[src/rtl/cook_sequencer.sv]
// Microwave front-end sequencer: turns debounced button pulses and the door
// switch into held cook/defrost run levels, owns the seconds countdown and
// the end-of-cycle beep window, and exports the remaining time for display.
module cook_sequencer #(
    parameter int CLK_HZ      = 100_000_000,
    parameter int MAX_SEC     = 999,
    parameter int ADD_SEC     = 30,
    parameter int DEFROST_SEC = 120,
    parameter int BEEP_SEC    = 3
) (
    input  logic       clk,
    input  logic       rst,
    input  logic       btn_start,
    input  logic       btn_stop,
    input  logic       btn_add,
    input  logic       btn_defrost,
    input  logic       door_open,
    output logic       start,
    output logic       defrost_start,
    output logic [9:0] remain_sec,
    output logic       beep,
    output logic       paused
);

    localparam int PW = (CLK_HZ > 1) ? $clog2(CLK_HZ) : 1;
    localparam int BW = (BEEP_SEC > 1) ? $clog2(BEEP_SEC) : 1;

    localparam logic [PW-1:0] PRE_TC   = PW'(CLK_HZ - 1);
    localparam logic [BW-1:0] BEEP_TC  = BW'(BEEP_SEC - 1);
    localparam logic [9:0]    ADD_V    = 10'(ADD_SEC);
    localparam logic [9:0]    DEF_V    = 10'(DEFROST_SEC);

    localparam logic [2:0] S_IDLE    = 3'd0;
    localparam logic [2:0] S_COOK    = 3'd1;
    localparam logic [2:0] S_DEFROST = 3'd2;
    localparam logic [2:0] S_PAUSE   = 3'd3;
    localparam logic [2:0] S_DONE    = 3'd4;

    localparam logic M_COOK    = 1'b0;
    localparam logic M_DEFROST = 1'b1;

    // Add ADD_SEC at 11 bits so the carry is visible, then clamp to MAX_SEC.
    function automatic logic [9:0] sat_add(input logic [9:0] a);
        logic [10:0] s;
        s = {1'b0, a} + 11'(ADD_SEC);
        if (s > 11'(MAX_SEC))
            s = 11'(MAX_SEC);
        return s[9:0];
    endfunction

    logic [2:0]    state_q,  state_d;
    logic          mode_q,   mode_d;
    logic [9:0]    remain_q, remain_d;
    logic [PW-1:0] presc_q,  presc_d;
    logic [BW-1:0] beep_q,   beep_d;

    logic          wrap;
    logic [PW-1:0] presc_inc;
    logic          any_btn;
    logic          run_req;

    assign wrap      = (presc_q == PRE_TC);
    assign presc_inc = wrap ? '0 : presc_q + 1'b1;
    assign any_btn   = btn_start | btn_stop | btn_add | btn_defrost;
    // A start request only counts with the door closed.
    assign run_req   = btn_start & ~door_open;

    // Next-state, timer and prescaler decisions; one transition per cycle.
    always_comb begin
        logic [9:0] base;
        state_d  = state_q;
        mode_d   = mode_q;
        remain_d = remain_q;
        presc_d  = presc_q;
        beep_d   = beep_q;
        base     = remain_q;

        case (state_q)
            S_IDLE: begin
                if (btn_stop) begin
                    remain_d = '0;
                    mode_d   = M_COOK;
                end else if (run_req) begin
                    presc_d = '0;
                    if (remain_q == '0) begin
                        // Quick start: fixed cook time, always plain cook.
                        remain_d = ADD_V;
                        mode_d   = M_COOK;
                        state_d  = S_COOK;
                    end else begin
                        state_d = (mode_q == M_DEFROST) ? S_DEFROST : S_COOK;
                    end
                end else if (btn_defrost) begin
                    remain_d = DEF_V;
                    mode_d   = M_DEFROST;
                end else if (btn_add) begin
                    remain_d = sat_add(remain_q);
                end
            end

            S_COOK, S_DEFROST: begin
                if (btn_stop || door_open) begin
                    // Prescaler keeps its value so resume finishes the second.
                    state_d = S_PAUSE;
                end else begin
                    presc_d = presc_inc;
                    if (wrap && remain_q != '0)
                        base = remain_q - 1'b1;
                    if (btn_add) begin
                        remain_d = sat_add(base);
                    end else if (wrap && remain_q <= 10'd1) begin
                        remain_d = '0;
                        presc_d  = '0;
                        beep_d   = '0;
                        mode_d   = M_COOK;
                        state_d  = S_DONE;
                    end else begin
                        remain_d = base;
                    end
                end
            end

            S_PAUSE: begin
                if (btn_stop) begin
                    remain_d = '0;
                    mode_d   = M_COOK;
                    state_d  = S_IDLE;
                end else if (run_req) begin
                    state_d = (mode_q == M_DEFROST) ? S_DEFROST : S_COOK;
                end else if (btn_add) begin
                    remain_d = sat_add(remain_q);
                end
            end

            S_DONE: begin
                remain_d = '0;
                mode_d   = M_COOK;
                if (any_btn) begin
                    presc_d = '0;
                    beep_d  = '0;
                    state_d = S_IDLE;
                end else begin
                    presc_d = presc_inc;
                    if (wrap) begin
                        if (beep_q == BEEP_TC) begin
                            beep_d  = '0;
                            state_d = S_IDLE;
                        end else begin
                            beep_d = beep_q + 1'b1;
                        end
                    end
                end
            end

            default: begin
                state_d  = S_IDLE;
                mode_d   = M_COOK;
                remain_d = '0;
                presc_d  = '0;
                beep_d   = '0;
            end
        endcase
    end

    // State, timer and prescaler registers; reset clears everything at once.
    always_ff @(posedge clk or negedge rst) begin
        if (!rst) begin
            state_q  <= S_IDLE;
            mode_q   <= M_COOK;
            remain_q <= '0;
            presc_q  <= '0;
            beep_q   <= '0;
        end else begin
            state_q  <= state_d;
            mode_q   <= mode_d;
            remain_q <= remain_d;
            presc_q  <= presc_d;
            beep_q   <= beep_d;
        end
    end

    assign start         = (state_q == S_COOK);
    assign defrost_start = (state_q == S_DEFROST);
    assign paused        = (state_q == S_PAUSE);
    assign beep          = (state_q == S_DONE);
    assign remain_sec    = remain_q;

endmodule

[config.mk]
export PLATFORM = sky130hd
export DESIGN_NAME = cook_sequencer
export DESIGN_NICKNAME = d
export VERILOG_FILES = /design/src/rtl/cook_sequencer.sv
export SDC_FILE = /design/constraint.sdc
export NUM_CORES = 1
export LEC_CHECK = 0
export CAP_MARGIN = 25
export CORE_MARGIN = 3
export CORE_UTILIZATION = 47
export DETAILED_ROUTE_END_ITERATION = 6
export MAX_ROUTING_LAYER = met4
export PLACE_DENSITY = 0.65
export SETUP_SLACK_MARGIN = 0.05
export SLEW_MARGIN = 40
export SYNTH_ARGS = -nofsm -noshare
export SYNTH_HDL_FRONTEND = slang
export SYNTH_SLANG_ARGS = --single-unit
[constraint.sdc]
create_clock -name clk -period 8.9 [get_ports clk]
set_clock_uncertainty 0.2 [all_clocks]
set_input_delay 1.78 -clock clk [delete_from_list [all_inputs] [get_ports clk]]
set_output_delay 1.78 -clock clk [all_outputs]
set_load 0.005 [all_outputs]
# ---- After elaboration in Yosys (flattened, before gate mapping)
# Cells that the tools add are included.
dict set report classes {
  add_sub_neg 5
  magnitude_cmp 3
  eq_ne 20
  muxes 53
  bitwise_logic 7
  n_reduce_logical 13
}
# cell count
set op_table {}
lappend op_table {{2-to-1 mux 27 bit} 7}
lappend op_table {{2-to-1 mux 10 bit} 15}
lappend op_table {{case mux 27 bit (4 select lines)} 1}
lappend op_table {{2-to-1 mux 3 bit} 10}
lappend op_table {{case mux 10 bit (3 select lines)} 1}
lappend op_table {{adder 27 x 1 -> 27 bit (second input constant)} 1}
lappend op_table {{== test 27 bit (second input constant)} 1}
lappend op_table {{adder 10 x 5 -> 11 bit (second input constant)} 2}
lappend op_table {{> comparator 11 x 10 -> 1 bit (second input constant)} 2}
lappend op_table {{2-to-1 mux 2 bit} 8}
lappend op_table {{inequality test 2 bit (second input constant)} 6}
lappend op_table {{case mux 3 bit (4 select lines)} 1}
lappend op_table {{less-or-equal comparator 10 x 1 -> 1 bit (second input constant)} 1}
lappend op_table {{logical NOT 10 bit} 1}
lappend op_table {{nonzero test 10 bit} 1}
lappend op_table {{subtractor 10 x 1 -> 10 bit (second input constant)} 1}
lappend op_table {{inequality test 3 bit (second input constant)} 3}
lappend op_table {{2-to-1 mux 1 bit} 8}
lappend op_table {{inequality test 4 bit (second input constant)} 2}
lappend op_table {{AND reduction 7 bit} 1}
lappend op_table {{== test 3 x 2 -> 1 bit (second input constant)} 2}
lappend op_table {{inequality test 3 x 1 -> 1 bit (second input constant)} 2}
lappend op_table {{case mux 2 bit (3 select lines)} 1}
lappend op_table {{AND reduction 6 bit} 1}
lappend op_table {{16 further kinds} 22}
dict set report totals {
  register_bits 43
  in_bits 7
  output_inout_bits 14
  wordCells 106
}

# ---- Longest topological paths before layout
# Gate-level depths: netlist of the first run.
dict set report depth {
  depth_word 11
  mapped_depth 17
  mapped_depth_nobuf 15
}

# ---- Worst setup path after synthesis of the first run
# No wires, ideal clock.
dict set report synth_path {
  path_kind {register -> register}
  from {reg remain_q[1], in the netlist remain_sec[1]}
  to {reg remain_q[9], in the netlist remain_sec[9]}
  setup_ns 0.120
  arrival_ns 3.641
  required_ns 8.580
  setup_slack_ns 4.940
  stages_incl_launch_ff 17
  n_path_buf 2
  synth_period_minus_slack_ns 3.960
  path_cell_list {dfrtp_1 -> clkbuf_1 -> inv_1 -> ha_1 -> inv_1 -> nor4_4 -> buf_4 -> nor3_1 -> mux2i_1 -> inv_1 -> ha_1 -> nand2_1 -> mux2i_1 -> and2_1 -> nand3b_4 -> or4b_1 -> a31o_1}
}
dict set report synth_between {
  elab_chain_cells 11
  word_cells_on_any_way 27
  classes_between {3 x add/sub; 3 x order compare; 1 x eq/ne; 15 x mux; 5 x reduce/logical}
}
# element line_no
set synth_lines {}
lappend synth_lines {{start, declared} 53} ;# logic [9:0] remain_q, remain_d;
lappend synth_lines {{start signal, assigned} 176} ;# remain_q <= remain_d;
lappend synth_lines {{parallel branches: the longest is 11 deep, another holds adder 10 x 5 -> 11 bit} -}
# Several ways; the timed one is not identified. The select of a mux whose other input is x is not followed.
# A chain may end at the register's enable or synchronous reset.

# ---- Final worst setup path of the first run
dict set report layout_path {
  from {reg remain_q[5], in the netlist remain_sec[5]}
  to {reg remain_q[9], in the netlist remain_sec[9]}
}
# The elaborated chain is that of the path after synthesis.

==> results of run 1 <==
-- state kept, by name, summed over array words and instances, names as in the netlist --
register    count
presc_q        27
beep_q          2
mode_q          1
state_q         3
remain_sec     10
-- cell type report --
class	instances	area [sq um]	area share (%)
multi-input combinational	376	2380	60.4
timing repair buffer	25	235	5.96
sequential	43	1080	27.2
inverter	12	45.0	1.14
tap	99	124	3.14
clock buffer	6	72.6	1.84
clock inverter	2	12.5	0.317
-- metal layers --
layer / routed length [um] / part of all wire, % / vias up / GRT usage, %
met1: 4600 / 48 / 1675 / 35.5
li1: - / - / 1684 / -
met4: 98 / 1.0 / 0 / 6.14
met3: 743 / 7.8 / 12 / 4.10
met5: 0 / 0 / - / -
met2: 4040 / 43 / 149 / 32.5
-- worst paths after layout --
kind	slack, ps	endpoint	cells after the start
setup / recovery	4390	remain_sec[9]	12
max in group asynchronous	6860	presc_q[22]	1
min in group asynchronous	1250	remain_sec[2]	1
hold reg to reg	290	presc_q[7]	1
setup reg to reg	4390	remain_sec[9]	12
hold / removal	290	presc_q[7]	1
-- worst max-delay path: cells and delay by family, from the launching register on --
kind	cells	cell delay [ps]
adder cells (fa/ha/maj)	1	240
multiplexers	2	440
flip-flops	1	630
AO/OA/AOI/OAI	1	210
AND/OR/NAND/NOR	7	2600
buffers and inverters	1	70
-- power groups by stage --
stage,clock network (mW),registers [mW],logic [mW]
global placement,0,0.315,0.643
finish,0.122,0.312,0.664
global route,0.134,0.323,0.734
floorplan,0,0.255,0.510
CTS,0.126,0.310,0.653
detailed placement,0,0.314,0.648
-- kinds of logic (layout without fill, tap and decap cells) --
family,count (synthesis),count (layout),share of synthesized area [%]
and+or+nand+nor,207,207,31.6
adders and majority gates,7,7,2.43
xor gates and xnor gates,28,28,6.80
buffers and inverters,37,45,4.27
AOI/OAI and AO/OA,128,128,23.4
DFF,43,43,29.8
muxes,6,6,1.70
-- placed cells by master (no fill, tap or decap), types with 12 or more instances in the layout --
master and count:
nor2_1 51, clkdlybuf4s50_1 19, nand3_1 15, o21ai_0 40, xnor2_1 15, xor2_1 13
a21oi_1 22, nand2_1 43, dfrtp_1 43, inv_1 12
==> out/qor.txt, run 1 <==
Run status: completed
Pwr dens: 278 nW/um^2
Final std cells w/o fill: 563
Post-Place Setup Slack: 4190 ps
CTS clk-pin slew, worst paths: 80 ps
Rel. slew slack: 49.6%
Hpwl dp: 6850 um
Die Area: 8760 sq um
Yosys cell types: 71
Via density: 6.25
Part of the cycle the worst path needs: 50.7%
Number of global-route vias before repair: 3150
TritonCTS clock tree: built
Iter 0 DRT Violations: 299
Worst setup startpoint: remain_sec[5]
Cts hold-fix bufs: 0
Most frequent cell after synthesis: nor2_1
Core area: 7330 sq um
Logic pwr share: 60.5%
Ant diodes: 0
CP endpoint kind: register
Net Switching: 0.534 mW
Maximum clock frequency: 222 MHz
Maxcap violations: 0
Initial antenna violation count: 0
Cell taking the most area after synthesis: dfrtp_1
Routed length per placed instance: 16.8 um
Final core utilization: 53.9%
Count of buffers from port buffering: 20
Syn_nets: 470
Hold/Removal Path Class: register to register
Crit path cell chain: or4_4 > nor4_4 > nor3_2 > mux2i_1 > inv_1 > ha_1 > nand2_1 > mux2i_1 > and2_1 > nand3b_4 > or4b_1 > a31o_1
Post-Syn Area: 3610 sq um
DRC viols: 0
Peak VDD IR: 0.0903 mV
Worst r2r src: remain_sec[5]
Post-route setup slack: 4390 ps
Total power: 1.10 mW
Crit path time final: 4510 ps
Root Buffer: clkbuf_8
Clock power frac: 11.1%
Antenna-violating nets left: 0
Yosys reg bits: 43
Max stage delay on crit path: 660 ps
Number of synthesized flops with an enable pin: 0
First-pass GRT wire length: 16100 um
Nets@finish: 477
Synth cell count leaders: 51 x nor2_1, 43 x dfrtp_1, 43 x nand2_1, 40 x o21ai_0, 22 x a21oi_1
CP Max Fanout: 19
Placer congestion estimate: 0.911
DR vias: 3520
Worst-margin pin slew: 750 ps
Pint: 0.563 mW
Syn Inst Count: 456
Die Ht: 93.6 um
Crit path DAT: 4500 ps
Final hold vios: 0
Clock sink count: 43
CP most frequent cell: mux2i_1
Async set or reset register ratio after synthesis: 100%
Filler Cell Count: 710
Setup_tns: 0 ps
Hold Path Origin: presc_q[7]
Pre-antenna DRT Iters: 5
Cts repair resizes: 0
Startpoint Class: register
H-tree lvl count: 2
Design area: 3950 sq um
Area Overhead vs Synth: 9.51%
Lkg Pwr: 1.53 nW
Total grt overflow: 0
Seq/Total Area, Yosys: 29.8%
Rows: 31
Clk_lat worst skew: 300 ps
Placed cell areas: 3860 sq um
Worst EP required: 8890 ps
Slew Viols, Final: 0
Final setup violation count: 0
CTS Buf Count: 5
Final hold slack: 288 ps
Largest net degree at the start of global routing: 44
Post-synth top flop: dfrtp_1
Starting density of the core: 49.2%
Synth top area cells: dfrtp_1 30%, o21ai_0 5.6%, nor2_1 5.3%, nand2_1 4.5%, xnor2_1 3.6%
GRT Overall Usage: 23.5%
Flop pwr share: 28.4%
Die width: 93.6 um
RSZ-0062 raised after global routing: false
Total wire length: 9490 um
CTS Buffer Depth: 2
Postcts setup bufs: 0
Setup CP Type: register to register
Ratio of cells with drive above 1 in the final layout: 8.84%
Post-synth top area share: 29.8%
IO Pins: 21
Slowest cell on the critical path: nor4_4
Switching Share: 48.7%
Mapped Avg Cell Area: 7.91 sq um
Synth warn: 0
Placed insts: 555
No activity file was read; power rests on OpenSTA's default activity.
==> run 2, diff against run 1 <==
--- a/config.mk
+++ b/config.mk
@@ -10,7 +10,7 @@
 export CORE_UTILIZATION = 47
 export DETAILED_ROUTE_END_ITERATION = 6
 export MAX_ROUTING_LAYER = met4
-export PLACE_DENSITY = 0.65
+export PLACE_DENSITY = 0.68
 export SETUP_SLACK_MARGIN = 0.05
 export SLEW_MARGIN = 40
 export SYNTH_ARGS = -nofsm -noshare
==> constraint.sdc (replaced) <==
create_clock -name clk -period 4 [get_ports clk]
set_clock_uncertainty 0.2 [all_clocks]
set_input_delay 0.8 -clock clk [delete_from_list [all_inputs] [get_ports clk]]
set_output_delay 0.8 -clock clk [all_outputs]
set_load 0.005 [all_outputs]
==> out/qor.txt, run 2 (same netlist as run 1, synthesis figures left out) <==
Run status: completed
TritonCTS clock tree: built
Clock sink count: 43
DR vias: 3634
Setup CP Type: register to register
Final setup violation count: 0
First-pass GRT wire length: 17900 um
Die Area: 8760 sq um
Reg-to-reg slack, setup: 180 ps
Rel. slew slack: 50.4%
CP Capture Point: remain_sec[0]
Core area: 7330 sq um
Largest register by flop count: presc_q
DRC viols: 0
Total grt overflow: 0
Antenna-violating nets left: 0
CTS Buffer Depth: 2
Pwr dens: 628 nW/um^2
H-tree lvl count: 2
Area Overhead vs Synth: 16.9%
Most frequent cells in the layout: 51 x nor2_1, 43 x dfrtp_1, 42 x nand2_1
Total wire length: 10800 um
Initial antenna violation count: 0
Worst setup startpoint: presc_q[0]
Worst r2r src: presc_q[0]
Via density: 6.17
Crit path time final: 3820 ps
Starting density of the core: 49.2%
Clk_lat worst skew: 300 ps
Ratio of cells with drive above 1 in the final layout: 15.9%
Total power: 2.65 mW
Ant diodes: 0
Final hold vios: 0
Final std cells w/o fill: 589
Die width: 93.6 um
Startpoint Class: register
Placed insts: 578
Iter 0 DRT Violations: 322
Max reg flops: 27
Crit path DAT: 3810 ps
CP Max Fanout: 4
Largest net degree at the start of global routing: 44
CTS clk-pin slew, worst paths: 90 ps
R2r worst-path depth: 14
IO Pins: 21
Hpwl dp: 7910 um
Count of buffers from port buffering: 20
Cts hold-fix bufs: 0
Placer congestion estimate: 0.949
Final hold slack: 286 ps
Leading cell type in the layout, fill and taps excluded: nor2_1
GRT Overall Usage: 26.4%
Worst EP required: 3990 ps
Maxcap violations: 0
Die Ht: 93.6 um
RSZ-0062 raised after global routing: true
Worst-margin pin slew: 740 ps
Rows: 31
Number of global-route vias before repair: 3487
Peak VDD IR: 0.292 mV
Root Buffer: clkbuf_8
R2r endpoint: remain_sec[0]
Part of the cycle the worst path needs: 95.5%
Lkg Pwr: 1.67 nW
Hold/Removal Path Class: input port to async pin
Routed length per placed instance: 18.3 um
CTS Buf Count: 5
Slew Viols, Final: 0
Pre-antenna DRT Iters: 5
CP endpoint kind: register
Nets@finish: 503
Maximum clock frequency: 262 MHz
[run 2: area by class of cell]
type | count | area [sq um]
Sequential cell | 43 | 1080
Inverter | 12 | 45.0
Fill cell | 668 | 3110
Clock buffer | 6 | 72.6
Multi-Input combinational cell | 376 | 2460
Tap cell | 99 | 124
Timing Repair Buffer | 51 | 430
Clock inverter | 2 | 12.5
[run 2: repair_timing]
item,4_1_cts,5_1_grt
endpoints found under the hold margin,0,0
resized for setup,0,15
setup endpoints to repair,0,6
setup buffers,0,3
[run 2: how the worst min path moves through the flow]
stage,endpoint
2_1_floorplan,presc_q[7]
3_3_place_gp,presc_q[7]
3_5_place_dp,presc_q[7]
4_1_cts,presc_q[7]
5_1_grt,presc_q[7]
6_report,state_q[0]
[run 2: per-stage QoR]
| step | TNS, ps | worst slack, ps | utilization (%) | cell area (sq um) |
|---|---|---|---|---|
| floorplan | 0 | 173 | - | 3610 |
| detailed placement | 0 | 179 | 55.1 | 4040 |
| global route | -23.0 | -23.0 | 57.5 | 4220 |
| CTS | 0 | 153 | 56.2 | 4120 |
| finish | 0 | 179 | 57.5 | 4220 |
| global placement | 0 | 291 | 55.0 | 4030 |
[run 2: where the power goes]
part / total [mW] / switching, mW / internal, mW
clock network: 0.284 / 0.162 / 0.123
registers: 0.590 / 0.0811 / 0.508
logic: 1.78 / 1.05 / 0.727
total: 2.65 / 1.29 / 1.36
[run 2: per-layer routing]
layer  track usage (%)  routed length [um]  up-vias
li1                  -                   -     1735
met1              38.4                5280     1740
met2              38.7                4680      147
met3              4.99                 708       12
met4              4.69                  88        0
met5                 -                   0        -
[run 2: worst max-delay path, cell delays in order, from the launching register on]
cell and delay [ps]:
dfrtp_1 420, ha_4 180, nand3_4 90, or4_4 580, nor3_4 280, nand2_2 100
xnor2_2 260, ha_4 250, and3b_1 200, o21ai_0 80, nor4_1 270, o21ai_1 120
and4b_2 260, a21o_1 200, a32o_1 230
==> run 3, diff against run 2 <==
--- a/config.mk
+++ b/config.mk
@@ -9,6 +9,7 @@
 export CORE_MARGIN = 3
 export CORE_UTILIZATION = 47
 export DETAILED_ROUTE_END_ITERATION = 6
+export GPL_ROUTABILITY_DRIVEN = 0
 export MAX_ROUTING_LAYER = met4
 export PLACE_DENSITY = 0.68
 export SETUP_SLACK_MARGIN = 0.05
==> out/qor.txt, run 3 (same netlist as run 1, synthesis figures left out) <==
Run status: completed
Met3 Use GR: 3.38%
Largest register by flop count: presc_q
CTS Buf Count: 5
Rel. slew slack: 50.8%
CP endpoint kind: register
Nets@finish: 501
Ant diodes: 0
Maximum clock frequency: 257 MHz
Placed cell areas: 4030 sq um
Multi-input logic area: 2450 sq um
Clk_lat worst skew: 300 ps
Area Overhead vs Synth: 16.4%
Maxcap violations: 0
Ratio of cells with drive above 1 in the final layout: 15.0%
Placed insts: 577
Worst-margin pin slew: 737 ps
Count of buffers from port buffering: 20
DRC viols: 0
Startpoint Class: register
Die Ht: 93.6 um
Die Area: 8760 sq um
Worst r2r src: presc_q[0]
Rows: 31
Via density: 6.21
GR peak layer: met2
Final core utilization: 57.3%
First-pass GRT wire length: 16800 um
Most frequent cells in the layout: 51 x nor2_1, 43 x dfrtp_1, 42 x nand2_1
Worst EP required: 4000 ps
Final hold vios: 0
Antenna-violating nets left: 0
GRT Overall Usage: 24.6%
Core area: 7330 sq um
Pre-antenna DRT Iters: 5
TritonCTS clock tree: built
Initial antenna violation count: 0
R2r endpoint: remain_sec[0]
Max reg flops: 27
Leading cell type in the layout, fill and taps excluded: nor2_1
Crit path DAT: 3890 ps
Number of global-route vias before repair: 3418
Root Buffer: clkbuf_8
CTS clk-pin slew, worst paths: 100 ps
Pwr dens: 620 nW/um^2
H-tree lvl count: 2
Routed length per placed instance: 17.2 um
Clock sink count: 43
CTS Buffer Depth: 2
Hold/Removal Path Class: input port to async pin
Total grt overflow: 0
Filler Cell Count: 662
DR vias: 3645
Final setup violation count: 0
Crit path time final: 3890 ps
Largest net degree at the start of global routing: 44
Design area: 4200 sq um
Reg-to-reg slack, setup: 110 ps
R2r worst-path depth: 14
IO Pins: 21
Setup CP Type: register to register
Slew Viols, Final: 0
Iter 0 DRT Violations: 359
Met1 usage: 35.4%
M2 GR Usage: 36.2%
Starting density of the core: 49.2%
Final std cells w/o fill: 587
CP Max Fanout: 4
Total wire length: 10100 um
Hpwl dp: 7380 um
Sequential cell area: 1080 sq um
Die width: 93.6 um
Part of the cycle the worst path needs: 97.2%
Lkg Pwr: 1.66 nW
Peak VDD IR: 0.374 mV
[run 3: worst max path at each step]
stage | slack, ps | depth (start not counted) | to | start
CTS | 130 | 14 | remain_sec[0] | presc_q[0]
finish | 110 | 14 | remain_sec[0] | presc_q[0]
detailed placement | 160 | 14 | remain_sec[0] | presc_q[0]
global route | -7 | 14 | remain_sec[0] | presc_q[1]
floorplan | 170 | 11 | remain_sec[9] | remain_sec[1]
global placement | 320 | 13 | remain_sec[9] | presc_q[0]
[run 3: power breakdown]
group / internal, mW / total, mW / switching (mW)
registers: 0.508 / 0.592 / 0.0837
logic: 0.718 / 1.72 / 1.00
clock network: 0.122 / 0.292 / 0.170
[run 3: area by class of cell]
type	instances	share of cell area (%)
multi-input cells	376	58.3
flip-flops and latches	43	25.6
repair buffers	49	9.90
well taps	99	2.95
clock buffers	5	1.64
inverters	12	1.07
clock inverters	3	0.477
[run 3: routing by layer]
| metal | routed length [um] | share of wire [%] | vias up |
|---|---|---|---|
| met1 | 4580 | 45 | 1731 |
| met5 | 0 | 0 | - |
| met2 | 4490 | 45 | 174 |
| met3 | 853 | 8.5 | 19 |
| met4 | 162 | 1.6 | 0 |
| li1 | - | - | 1721 |
[run 3: metrics by stage]
stage | setup TNS [ps] | worst slack [ps] | hold slack [ps] | power, mW
CTS | 0 | 132 | 293 | 2.54
global route | -7.74 | -6.91 | 303 | 2.82
floorplan | 0 | 173 | 238 | 1.70
detailed placement | 0 | 155 | 279 | 2.24
finish | 0 | 111 | 279 | 2.60
global placement | 0 | 322 | 270 | 2.22
[run 3: repair_timing]
item                                    4_1_cts  5_1_grt
endpoints found under the hold margin         0        0
endpoints found under the setup margin        0        6
gates resized for setup                       0       11
buffers inserted                              0        2
hold buffers                                  0        0
[run 3: worst max-delay path: stages, from the launching register on]
cell,delay (ps)
dfrtp_1,420
ha_4,170
nand3_4,90
or4_4,550
nor3_4,300
mux2i_2,340
inv_1,120
ha_4,230
and3b_1,200
o21ai_1,60
nor4_1,330
o21ai_0,130
and4b_1,250
a21o_1,200
a32o_1,220
